[src/rtl/axi_dma_pkg.sv]
// Shared types and constants for the DMA channel scheduler and its engine interface.
package axi_dma_pkg;

  typedef enum logic [1:0] {
    ST_IDLE  = 2'd0,
    ST_ISSUE = 2'd1,
    ST_WAIT  = 2'd2,
    ST_DONE  = 2'd3
  } sched_state_e;

  // AXI BRESP/RRESP encodings seen by the engine
  localparam logic [1:0] RESP_OKAY   = 2'b00;
  localparam logic [1:0] RESP_SLVERR = 2'b10;
  localparam logic [1:0] RESP_DECERR = 2'b11;

  localparam int DEF_ADDR_WIDTH = 32;
  localparam int DEF_LEN_WIDTH  = 16;

endpackage

[src/rtl/axi_dma_chan_sched_rr_arbiter.sv]
// Combinational round-robin arbiter: the first requester at or above rr_ptr
// (wrapping to 0) wins.
module rr_arbiter #(
  parameter int NUM_CH = 4,
  localparam int CH_W = $clog2(NUM_CH)
) (
  input  logic [NUM_CH-1:0] req,
  input  logic [CH_W-1:0]   rr_ptr,
  output logic [NUM_CH-1:0] grant,
  output logic [CH_W-1:0]   grant_idx,
  output logic              grant_valid
);

  function automatic logic [CH_W-1:0] wrap_idx(input logic [CH_W-1:0] base, input int unsigned off);
    int unsigned sum;
    sum = 32'(base) + off;
    if (sum >= 32'(NUM_CH)) begin
      sum = sum - 32'(NUM_CH);
    end
    return sum[CH_W-1:0];
  endfunction

  // Scan from the far end back toward rr_ptr so the nearest requester is written last.
  always_comb begin
    grant       = '0;
    grant_idx   = '0;
    grant_valid = 1'b0;
    for (int k = NUM_CH - 1; k >= 0; k--) begin
      if (req[wrap_idx(rr_ptr, 32'(k))]) begin
        grant_idx   = wrap_idx(rr_ptr, 32'(k));
        grant_valid = 1'b1;
      end else begin
        grant_idx   = grant_idx;
      end
    end
    if (grant_valid) begin
      grant[grant_idx] = 1'b1;
    end else begin
      grant = '0;
    end
  end

endmodule

[src/rtl/axi_dma_chan_sched.sv]
// Round-robin scheduler sharing one DMA engine among NUM_CH channel requesters:
// accepts a descriptor, issues one engine command, reports done/error per channel.
module axi_dma_chan_sched
  import axi_dma_pkg::*;
#(
  parameter int NUM_CH         = 4,
  parameter int ADDR_WIDTH     = DEF_ADDR_WIDTH,
  parameter int LEN_WIDTH      = DEF_LEN_WIDTH,
  parameter int TIMEOUT_CYCLES = 1024,
  localparam int CH_W  = $clog2(NUM_CH),
  localparam int CNT_W = $clog2(TIMEOUT_CYCLES)
) (
  input  logic                         clk,
  input  logic                         reset_n,
  input  logic [NUM_CH-1:0]            req_valid,
  output logic [NUM_CH-1:0]            req_ready,
  input  logic [NUM_CH*ADDR_WIDTH-1:0] req_src,
  input  logic [NUM_CH*ADDR_WIDTH-1:0] req_dst,
  input  logic [NUM_CH*LEN_WIDTH-1:0]  req_len,
  output logic [NUM_CH-1:0]            ch_done,
  output logic [NUM_CH-1:0]            ch_err,
  output logic                         cmd_valid,
  input  logic                         cmd_ready,
  output logic [ADDR_WIDTH-1:0]        cmd_src,
  output logic [ADDR_WIDTH-1:0]        cmd_dst,
  output logic [LEN_WIDTH-1:0]         cmd_len,
  input  logic                         eng_done,
  input  logic                         eng_err,
  output logic                         eng_abort,
  output logic                         busy,
  output logic [CH_W-1:0]              active_ch
);

  sched_state_e          state_r, state_nxt_s;
  logic [CH_W-1:0]       rr_ptr_r, active_ch_r, grant_idx_s, done_ch_s;
  logic [NUM_CH-1:0]     grant_s, ch_done_r, ch_err_r;
  logic                  grant_valid_s, timeout_s, done_err_s, cmd_valid_r;
  logic [CNT_W-1:0]      cnt_r;
  logic [ADDR_WIDTH-1:0] sel_src_s, sel_dst_s, cmd_src_r, cmd_dst_r;
  logic [LEN_WIDTH-1:0]  sel_len_s, cmd_len_r;

  rr_arbiter #(.NUM_CH(NUM_CH)) u_arb (
    .req         (req_valid),
    .rr_ptr      (rr_ptr_r),
    .grant       (grant_s),
    .grant_idx   (grant_idx_s),
    .grant_valid (grant_valid_s)
  );

  assign sel_src_s = req_src[grant_idx_s * ADDR_WIDTH +: ADDR_WIDTH];
  assign sel_dst_s = req_dst[grant_idx_s * ADDR_WIDTH +: ADDR_WIDTH];
  assign sel_len_s = req_len[grant_idx_s * LEN_WIDTH +: LEN_WIDTH];

  // Abort is decided in the same cycle as eng_done so a late completion still wins.
  assign timeout_s = (state_r == ST_WAIT) && !eng_done && (cnt_r == CNT_W'(TIMEOUT_CYCLES - 1));

  assign eng_abort = timeout_s;
  assign busy      = (state_r != ST_IDLE);
  assign active_ch = active_ch_r;
  assign cmd_valid = cmd_valid_r;
  assign cmd_src   = cmd_src_r;
  assign cmd_dst   = cmd_dst_r;
  assign cmd_len   = cmd_len_r;
  assign ch_done   = ch_done_r;
  assign ch_err    = ch_err_r;

  // Grant is only offered in IDLE and never while reset is held.
  always_comb begin
    req_ready = '0;
    if (reset_n && (state_r == ST_IDLE)) begin
      req_ready = grant_s;
    end else begin
      req_ready = '0;
    end
  end

  // State register.
  always_ff @(posedge clk or negedge reset_n) begin
    if (!reset_n) begin
      state_r <= ST_IDLE;
    end else begin
      state_r <= state_nxt_s;
    end
  end

  // Next-state decode.
  always_comb begin
    state_nxt_s = state_r;
    case (state_r)
      ST_IDLE: begin
        if (grant_valid_s) begin
          state_nxt_s = (sel_len_s == '0) ? ST_DONE : ST_ISSUE;
        end else begin
          state_nxt_s = ST_IDLE;
        end
      end
      ST_ISSUE: begin
        if (cmd_ready) begin
          state_nxt_s = ST_WAIT;
        end else begin
          state_nxt_s = ST_ISSUE;
        end
      end
      ST_WAIT: begin
        if (eng_done || timeout_s) begin
          state_nxt_s = ST_DONE;
        end else begin
          state_nxt_s = ST_WAIT;
        end
      end
      ST_DONE: state_nxt_s = ST_IDLE;
      default: state_nxt_s = ST_IDLE;
    endcase
  end

  // Which channel and error status the upcoming DONE cycle reports.
  always_comb begin
    done_ch_s  = active_ch_r;
    done_err_s = 1'b0;
    if (state_r == ST_IDLE) begin
      done_ch_s  = grant_idx_s;
      done_err_s = 1'b0;
    end else if (state_r == ST_WAIT) begin
      done_ch_s  = active_ch_r;
      done_err_s = eng_done ? eng_err : 1'b1;
    end else begin
      done_ch_s  = active_ch_r;
      done_err_s = 1'b0;
    end
  end

  // Descriptor latch, command handshake, timeout counter and completion pulses.
  always_ff @(posedge clk or negedge reset_n) begin
    if (!reset_n) begin
      rr_ptr_r    <= '0;
      active_ch_r <= '0;
      cnt_r       <= '0;
      cmd_valid_r <= 1'b0;
      cmd_src_r   <= '0;
      cmd_dst_r   <= '0;
      cmd_len_r   <= '0;
      ch_done_r   <= '0;
      ch_err_r    <= '0;
    end else begin
      ch_done_r <= '0;
      ch_err_r  <= '0;
      if (state_nxt_s == ST_DONE) begin
        ch_done_r[done_ch_s] <= 1'b1;
        ch_err_r[done_ch_s]  <= done_err_s;
      end
      case (state_r)
        ST_IDLE: begin
          if (grant_valid_s) begin
            active_ch_r <= grant_idx_s;
            cmd_src_r   <= sel_src_s;
            cmd_dst_r   <= sel_dst_s;
            cmd_len_r   <= sel_len_s;
            cmd_valid_r <= (sel_len_s != '0);
          end
        end
        ST_ISSUE: begin
          if (cmd_ready) begin
            cmd_valid_r <= 1'b0;
            cnt_r       <= '0;
          end
        end
        ST_WAIT: cnt_r <= cnt_r + CNT_W'(1);
        ST_DONE: rr_ptr_r <= (active_ch_r == CH_W'(NUM_CH - 1)) ? '0 : active_ch_r + CH_W'(1);
        default: begin
        end
      endcase
    end
  end

endmodule

[config.mk]
export PLATFORM = sky130hd
export DESIGN_NAME = axi_dma_chan_sched
export DESIGN_NICKNAME = d
export VERILOG_FILES = /design/src/rtl/axi_dma_pkg.sv /design/src/rtl/axi_dma_chan_sched_rr_arbiter.sv /design/src/rtl/axi_dma_chan_sched.sv
export SDC_FILE = /design/constraint.sdc
export NUM_CORES = 1
export LEC_CHECK = 0
export ABC_AREA = 1
export CAP_MARGIN = 10
export CORE_AREA = 2 2 167 169
export CTS_CLUSTER_SIZE = 24
export DETAILED_ROUTE_END_ITERATION = 10
export DIE_AREA = 0 0 169 171
export GPL_TIMING_DRIVEN = 1
export SYNTH_ARGS = -nofsm -noshare
export SYNTH_HDL_FRONTEND = slang
export SYNTH_SLANG_ARGS = --single-unit
export TNS_END_PERCENT = 20
[constraint.sdc]
create_clock -name clk -period 2.96 [get_ports clk]
set_clock_uncertainty 0.1 [all_clocks]
set_input_delay 0.444 -clock clk [delete_from_list [all_inputs] [get_ports clk]]
set_output_delay 0.444 -clock clk [all_outputs]
set_load 0.03 [all_outputs]
==> results_dict.tcl <==
set metrics [dict create \
    ys_ff_latch 105 \
    synthCells 922 \
    grt_pass1_vias 7577 \
    r2r_slack_ps 310 \
    grt_max_degree 62 \
    r2r_start "rr_ptr_r[0]" \
    wl_um 28300 \
    stdcell_count 1693 \
    die_w_um 169 \
    cts_setup_buffers 0 \
    ant_nets 0 \
    clk_pin_slew_ps 80 \
    period_needed_ps 2760 \
    areaGrowthSynthToFinish_pct 81.4 \
    r2r_end "ch_err[3]" \
    globalRouteOverflowTotal 0 \
    antenna_found_initial 0 \
    cts.sinks 105 \
    rr_worst_depth 21 \
    dpl.cell_count 1676 \
    dr.pass1.iters 5 \
    diodes 0 \
    coreArea_mm2 0.0273 \
    whs_endpoint "cmd_src[15]" \
    utilization_pct 42.1 \
    yosysWarnings 0 \
    seq_power_share_pct 17.1 \
    grt_setup_unrepaired "no" \
    cts_buffers 9 \
    status "finished clean" \
    drc 0 \
    cts_root_buffer "clkbuf_16" \
    power.density_mw_per_mm2 1280 \
    path_class "reg -> out" \
    cp-end-kind "primary output" \
    grt_pass1_wl_um 41500 \
    hold_viol_final 0 \
    finalCritPeriodShare_pct 93.2 \
    vias 7817 \
    cp_max_fo 10 \
    rows 61 \
    place_area_mm2 0.0112 \
    vias_per_cell 4.62 \
    tritoncts "built" \
    synthArstFlopShare_pct 100 \
    die_y_um 171 \
    cts_buffer_depth 2 \
    io_buffers 425 \
    whs_ps 380 \
    synth_ff_type "dfrtp_1" \
    required_ps 2420 \
    p_leak_nw 5.01 \
    final-setup-viol-count 0 \
    gp_congestion 0.895 \
    clkPwrFrac_pct 8.1 \
    p_int_mw 6.90 \
    dieArea_mm2 0.0289 \
    initial_core_util_pct 23.2 \
    min_path_type "reg -> reg" \
    tightest_slew_ps 656 \
    first_iter_violations 361 \
    insertion_delay_ps 350 \
    synth.cell_area_mm2 0.00634 \
    syn_area_per_cell_um2 6.87 \
    p_sw_mw 7.79 \
    start_kind "flop" \
    wl_per_cell_um 16.7 \
    syn_nets 1253 \
    stdcell_area_mm2 0.0115 \
    ir_drop_v 0.000727 \
    p_sw_share_pct 53.0 \
    yosysUniqueCellTypes 30 \
    nets 1673 \
    num_io_pins 426 \
    track_usage_pct 18.6 \
    htree_levels 3 \
    crit_arrival_ps 2210 \
    min_path_cells 2 \
    pwr-share-comb_pct 74.8 \
    finalMaxSlewViolations 0 \
    nFillCells 2850 \
    maxSlewHeadroom_pct 55.8 \
    layout-drive-gt1-share_pct 7.35 \
    synth_edf_count 0 \
    min-delay-start "cmd_src[15]" \
    seq_area_frac_synth_pct 41.5 \
    post-dp-hpwl_um 22300 \
    max_freq_mhz 363 \
    drv_cap 0 \
]
==> worst max path at each step <==
stage               cells after the start  slack [ps]         start      endpoint
finish                                 13         200   rr_ptr_r[0]  req_ready[1]
global placement                       20         -30  req_valid[1]    ch_done[0]
floorplan                              15          70      cnt_r[0]    ch_done[0]
global route                           20           2  req_valid[0]     ch_err[3]
detailed placement                     20        -100  req_valid[3]    ch_done[1]
CTS                                    13           8   rr_ptr_r[0]  req_ready[1]
==> layout make-up <==
type                            instances  area [um2]  area share, %
Clock inverter                          5        38.8          0.337
Timing Repair Buffer                  465        4650           40.5
Multi-Input combinational cell        727        3370           29.3
Tap cell                              346         433           3.76
Sequential cell                       105        2630           22.9
Inverter                               34         135           1.18
Clock buffer                           11         243           2.11
==> power groups by stage <==
| stage | Clock [mW] | Sequential [mW] | Combinational, mW |
|---|---|---|---|
| final | 1.19 | 2.51 | 11.0 |
| after global routing | 1.30 | 2.60 | 12.1 |
| after CTS | 1.24 | 2.52 | 11.0 |
| after detailed placement | 0 | 2.53 | 11.0 |
| after global placement | 0 | 2.51 | 11.0 |
| after floorplan | 0 | 3.58 | 5.56 |
==> cell families after synthesis <==
group	count (synthesis)	share of synthesized area [%]
AO/OA/AOI/OAI	115	12.4
adder cells (fa/ha/maj)	2	0.395
buffers and inverters	90	6.10
flip-flops	105	41.5
AND/OR/NAND/NOR	610	39.7
==> critical path: stages (launching register included) <==
cell and delay (ps):
dfrtp_2 480, inv_6 70, nand2_1 60, nand2_1 90
nand2_2 100, nand2_4 70, inv_2 60, nand3_1 50
nand2_1 70, nand2_2 90, buf_4 190, buf_4 160
nor3_2 170, buf_4 190
==> metrics by stage <==
step                      worst slack, ps  setup TNS [ps]  power, mW
after floorplan                      72.4               0       9.14
after global placement              -27.9            -216       13.5
after detailed placement            -95.5            -868       13.5
after CTS                            8.42               0       14.8
after global routing                 2.26               0       16.0
final                                 202               0       14.7
==> per-layer routing <==
metal / up-vias / share of wire, % / track usage, %
met2: 294 / 50 / 32.8
met3: 32 / 7.2 / 5.14
met5: - / 0 / 0
met1: 3611 / 41 / 22.2
li1: 3880 / - / -
met4: 0 / 2.1 / 5.28
==> registers in the layout (all words and copies together) (netlist names) <==
signal     cells
cmd_len       16
active_ch      2
ch_done        4
ch_err         4
cmd_valid      1
cmd_src       32
state_r        2
cmd_dst       32
rr_ptr_r       2
cnt_r         10
==> synthesized netlist by cell type, types with 8 or more instances <==
master / number / share of area (%)
a22oi_1: 49 / 5.8
a31oi_1: 36 / 3.6
buf_1: 8 / 0.47
buf_2: 23 / 1.8
clkbuf_1: 23 / 1.4
dfrtp_1: 105 / 41
inv_1: 27 / 1.6
nand2_1: 439 / 26
nand3_1: 37 / 2.9
nand4_1: 40 / 3.9
nor2_1: 70 / 4.1
nor2_2: 10 / 0.99
o21ai_0: 10 / 0.79
==> what timing repair did <==
| action | CTS | global route |
|---|---|---|
| endpoints found under the hold margin | 27 | 0 |
| hold buffers | 1 | 0 |
| endpoints found under the setup margin | 1 | 13 |
| gates cloned | 0 | 0 |
| resized for setup | 1 | 11 |
==> placed cells by master (no fill, tap or decap), types with 3 or more instances in the layout <==
| cell | netlist | layout |
|---|---|---|
| nand2_1 | 439 | 438 |
| clkdlybuf4s50_1 | 0 | 419 |
| dfrtp_1 | 105 | 104 |
| nor2_1 | 70 | 66 |
| a22oi_1 | 49 | 49 |
| nand4_1 | 40 | 40 |
| nand3_1 | 37 | 37 |
| a31oi_1 | 36 | 36 |
| buf_4 | 0 | 35 |
| inv_1 | 27 | 25 |
| nor2_2 | 10 | 12 |
| o21ai_0 | 10 | 10 |
| clkbuf_16 | 0 | 9 |
| buf_12 | 0 | 9 |
| a21oi_1 | 7 | 7 |
| inv_2 | 6 | 7 |
| nand2_2 | 6 | 7 |
| a41oi_1 | 3 | 3 |
| nand2_4 | 4 | 3 |
(Power assumes the default switching activity.)
==> patch: new RTL, config.mk and constraints unchanged <==
Set the package constant `DEF_LEN_WIDTH` to 32 (it was 16).
--- a/src/rtl/axi_dma_pkg.sv
+++ b/src/rtl/axi_dma_pkg.sv
@@ -16,3 +16,3 @@
   localparam int DEF_ADDR_WIDTH = 32;
-  localparam int DEF_LEN_WIDTH  = 16;
+  localparam int DEF_LEN_WIDTH  = 32;
 
Interface: changed (resized cmd_len and req_len); port bits go from 426 to 506. The function was not compared with the original's and may differ.
==> patch against the original RTL <==
  * Fmax shrank 2.8%
  * Design area up 23%
  * Routed wire length increased by 36%
  * Non-clock buffer count up 119
  * Cell count increased by 16%
  * Total power up 30%
  * Count of clock-buffer cells in the layout is 6 higher
  * Setup slack got worse by 0.079 ns
  * Synthesized cell count up 16%
  * Die area unchanged
  * Sequential cell count increased by 16
  * Utilization rose by 9.6 points
  * Synthesized area rose by 17%
  * Clock power up 75%
  * Critical path type unchanged
  * Largest power group unchanged
==> patch: results <==
[cts]
clk_latency_ns = 0.41
clock_path_buffers = 2
postCtsSetupBuffers = 1
ctsResizeCount = 8
path_clk_slew_ns = 0.06
cts_buffers = 17
cts_max_level = 4

[worst_setup_path]
path_max_fanout = 8
critPathArrivalTime_ns = 2.29
crit_type = "flip-flop to output pin"
crit_path_end = "req_ready[0]"
rrSetupSlack_ns = 0.14
ff2ff_path_depth = 22
reg2reg_to = "ch_err[3]$_DFF_PN0_"

[yosys]
synthMuxAreaShare_pct = 0
synth_fp_nets = 1464
yosys-top-cells-area = "dfrtp_1 41%, nand2_1 23%, nor2_1 5.3%"
synth.top_cells.by_count = "444 x nand2_1, 121 x dfrtp_1, 104 x nor2_1"
synth-xor-area-share_pct = 0.118
synth_compound_area_share_pct = 13.2
yosysSeqAreaShare_pct = 40.9
post_synth_fa_ha_maj_area_fraction_pct = 0.338
synth.distinct_cells = 31

[timing]
tightest_slew_ns = 0.890
worst_hold_slack_ns = 0.144
max_freq_mhz = 352

[power_and_ir_drop]
p_leak_nw = 6.12
p_seq_w = 0.00292
peakVddDrop_v = 0.000621
swShare_pct = 51.6
cellPowerDensity_nw_per_um2 = 1350
pwr-share-clk_pct = 10.9

[routing]
drt_wl_total_um = 38600
dr_wl_met3_um = 2620
drt_iter0_markers = 646
route.met2.wl_um = 19100
top_layer_used = "met5"
wl_met1_um = 16000
viasPerCell = 4.86

[grt]
use_met3_pct = 6.55
gr-usage-met2_pct = 42.7
grt_use_total_pct = 25.3
antenna_found_initial = 5
gr-usage-met1_pct = 31.6
grt_pass1_vias = 9051
grt_pass1_wl_um = 54700
grt_start_max_net_pins = 69

[placement]
place_congestion = 0.940
place_area_um2 = 13100
dp_hpwl_um = 30200
io_buffer_count = 505

[final_layout]
final_cells = 1964
drive_gt1_share_pct = 12.8
fill_cells = 2665

[outcome]
status = "finished clean"

[worst_hold_path]
hold_path_class = "input pin to async pin"
==> patch: cell count changes after synthesis, moves of 4 or more <==
cell / delta
inv_1: +6
buf_1: +6
nand2_1: +5
nand3_1: +24
clkbuf_1: +6
a41oi_1: +13
buf_6: +4
nor2_1: +34
nand4_1: +15
a31oi_1: -15
o21ai_0: +27
dfrtp_1: +16
nand3_2: +4
a21oi_1: +10
==> patch: kinds of logic after synthesis <==
group                    Yosys count
adder cells (fa/ha/maj)            2
AO/OA/AOI/OAI                    149
XOR/XNOR                           1
flip-flops                       121
AND/OR/NAND/NOR                  688
buffers and inverters            108
==> patch: cell type report <==
type / instances / share of cell area, %
diodes: 4 / 0.0709
multi-input cells: 840 / 29.2
clock buffers: 17 / 3.01
repair buffers: 584 / 41.1
well taps: 346 / 3.07
clock inverters: 15 / 1.06
inverters: 37 / 1.01
flip-flops and latches: 121 / 21.4
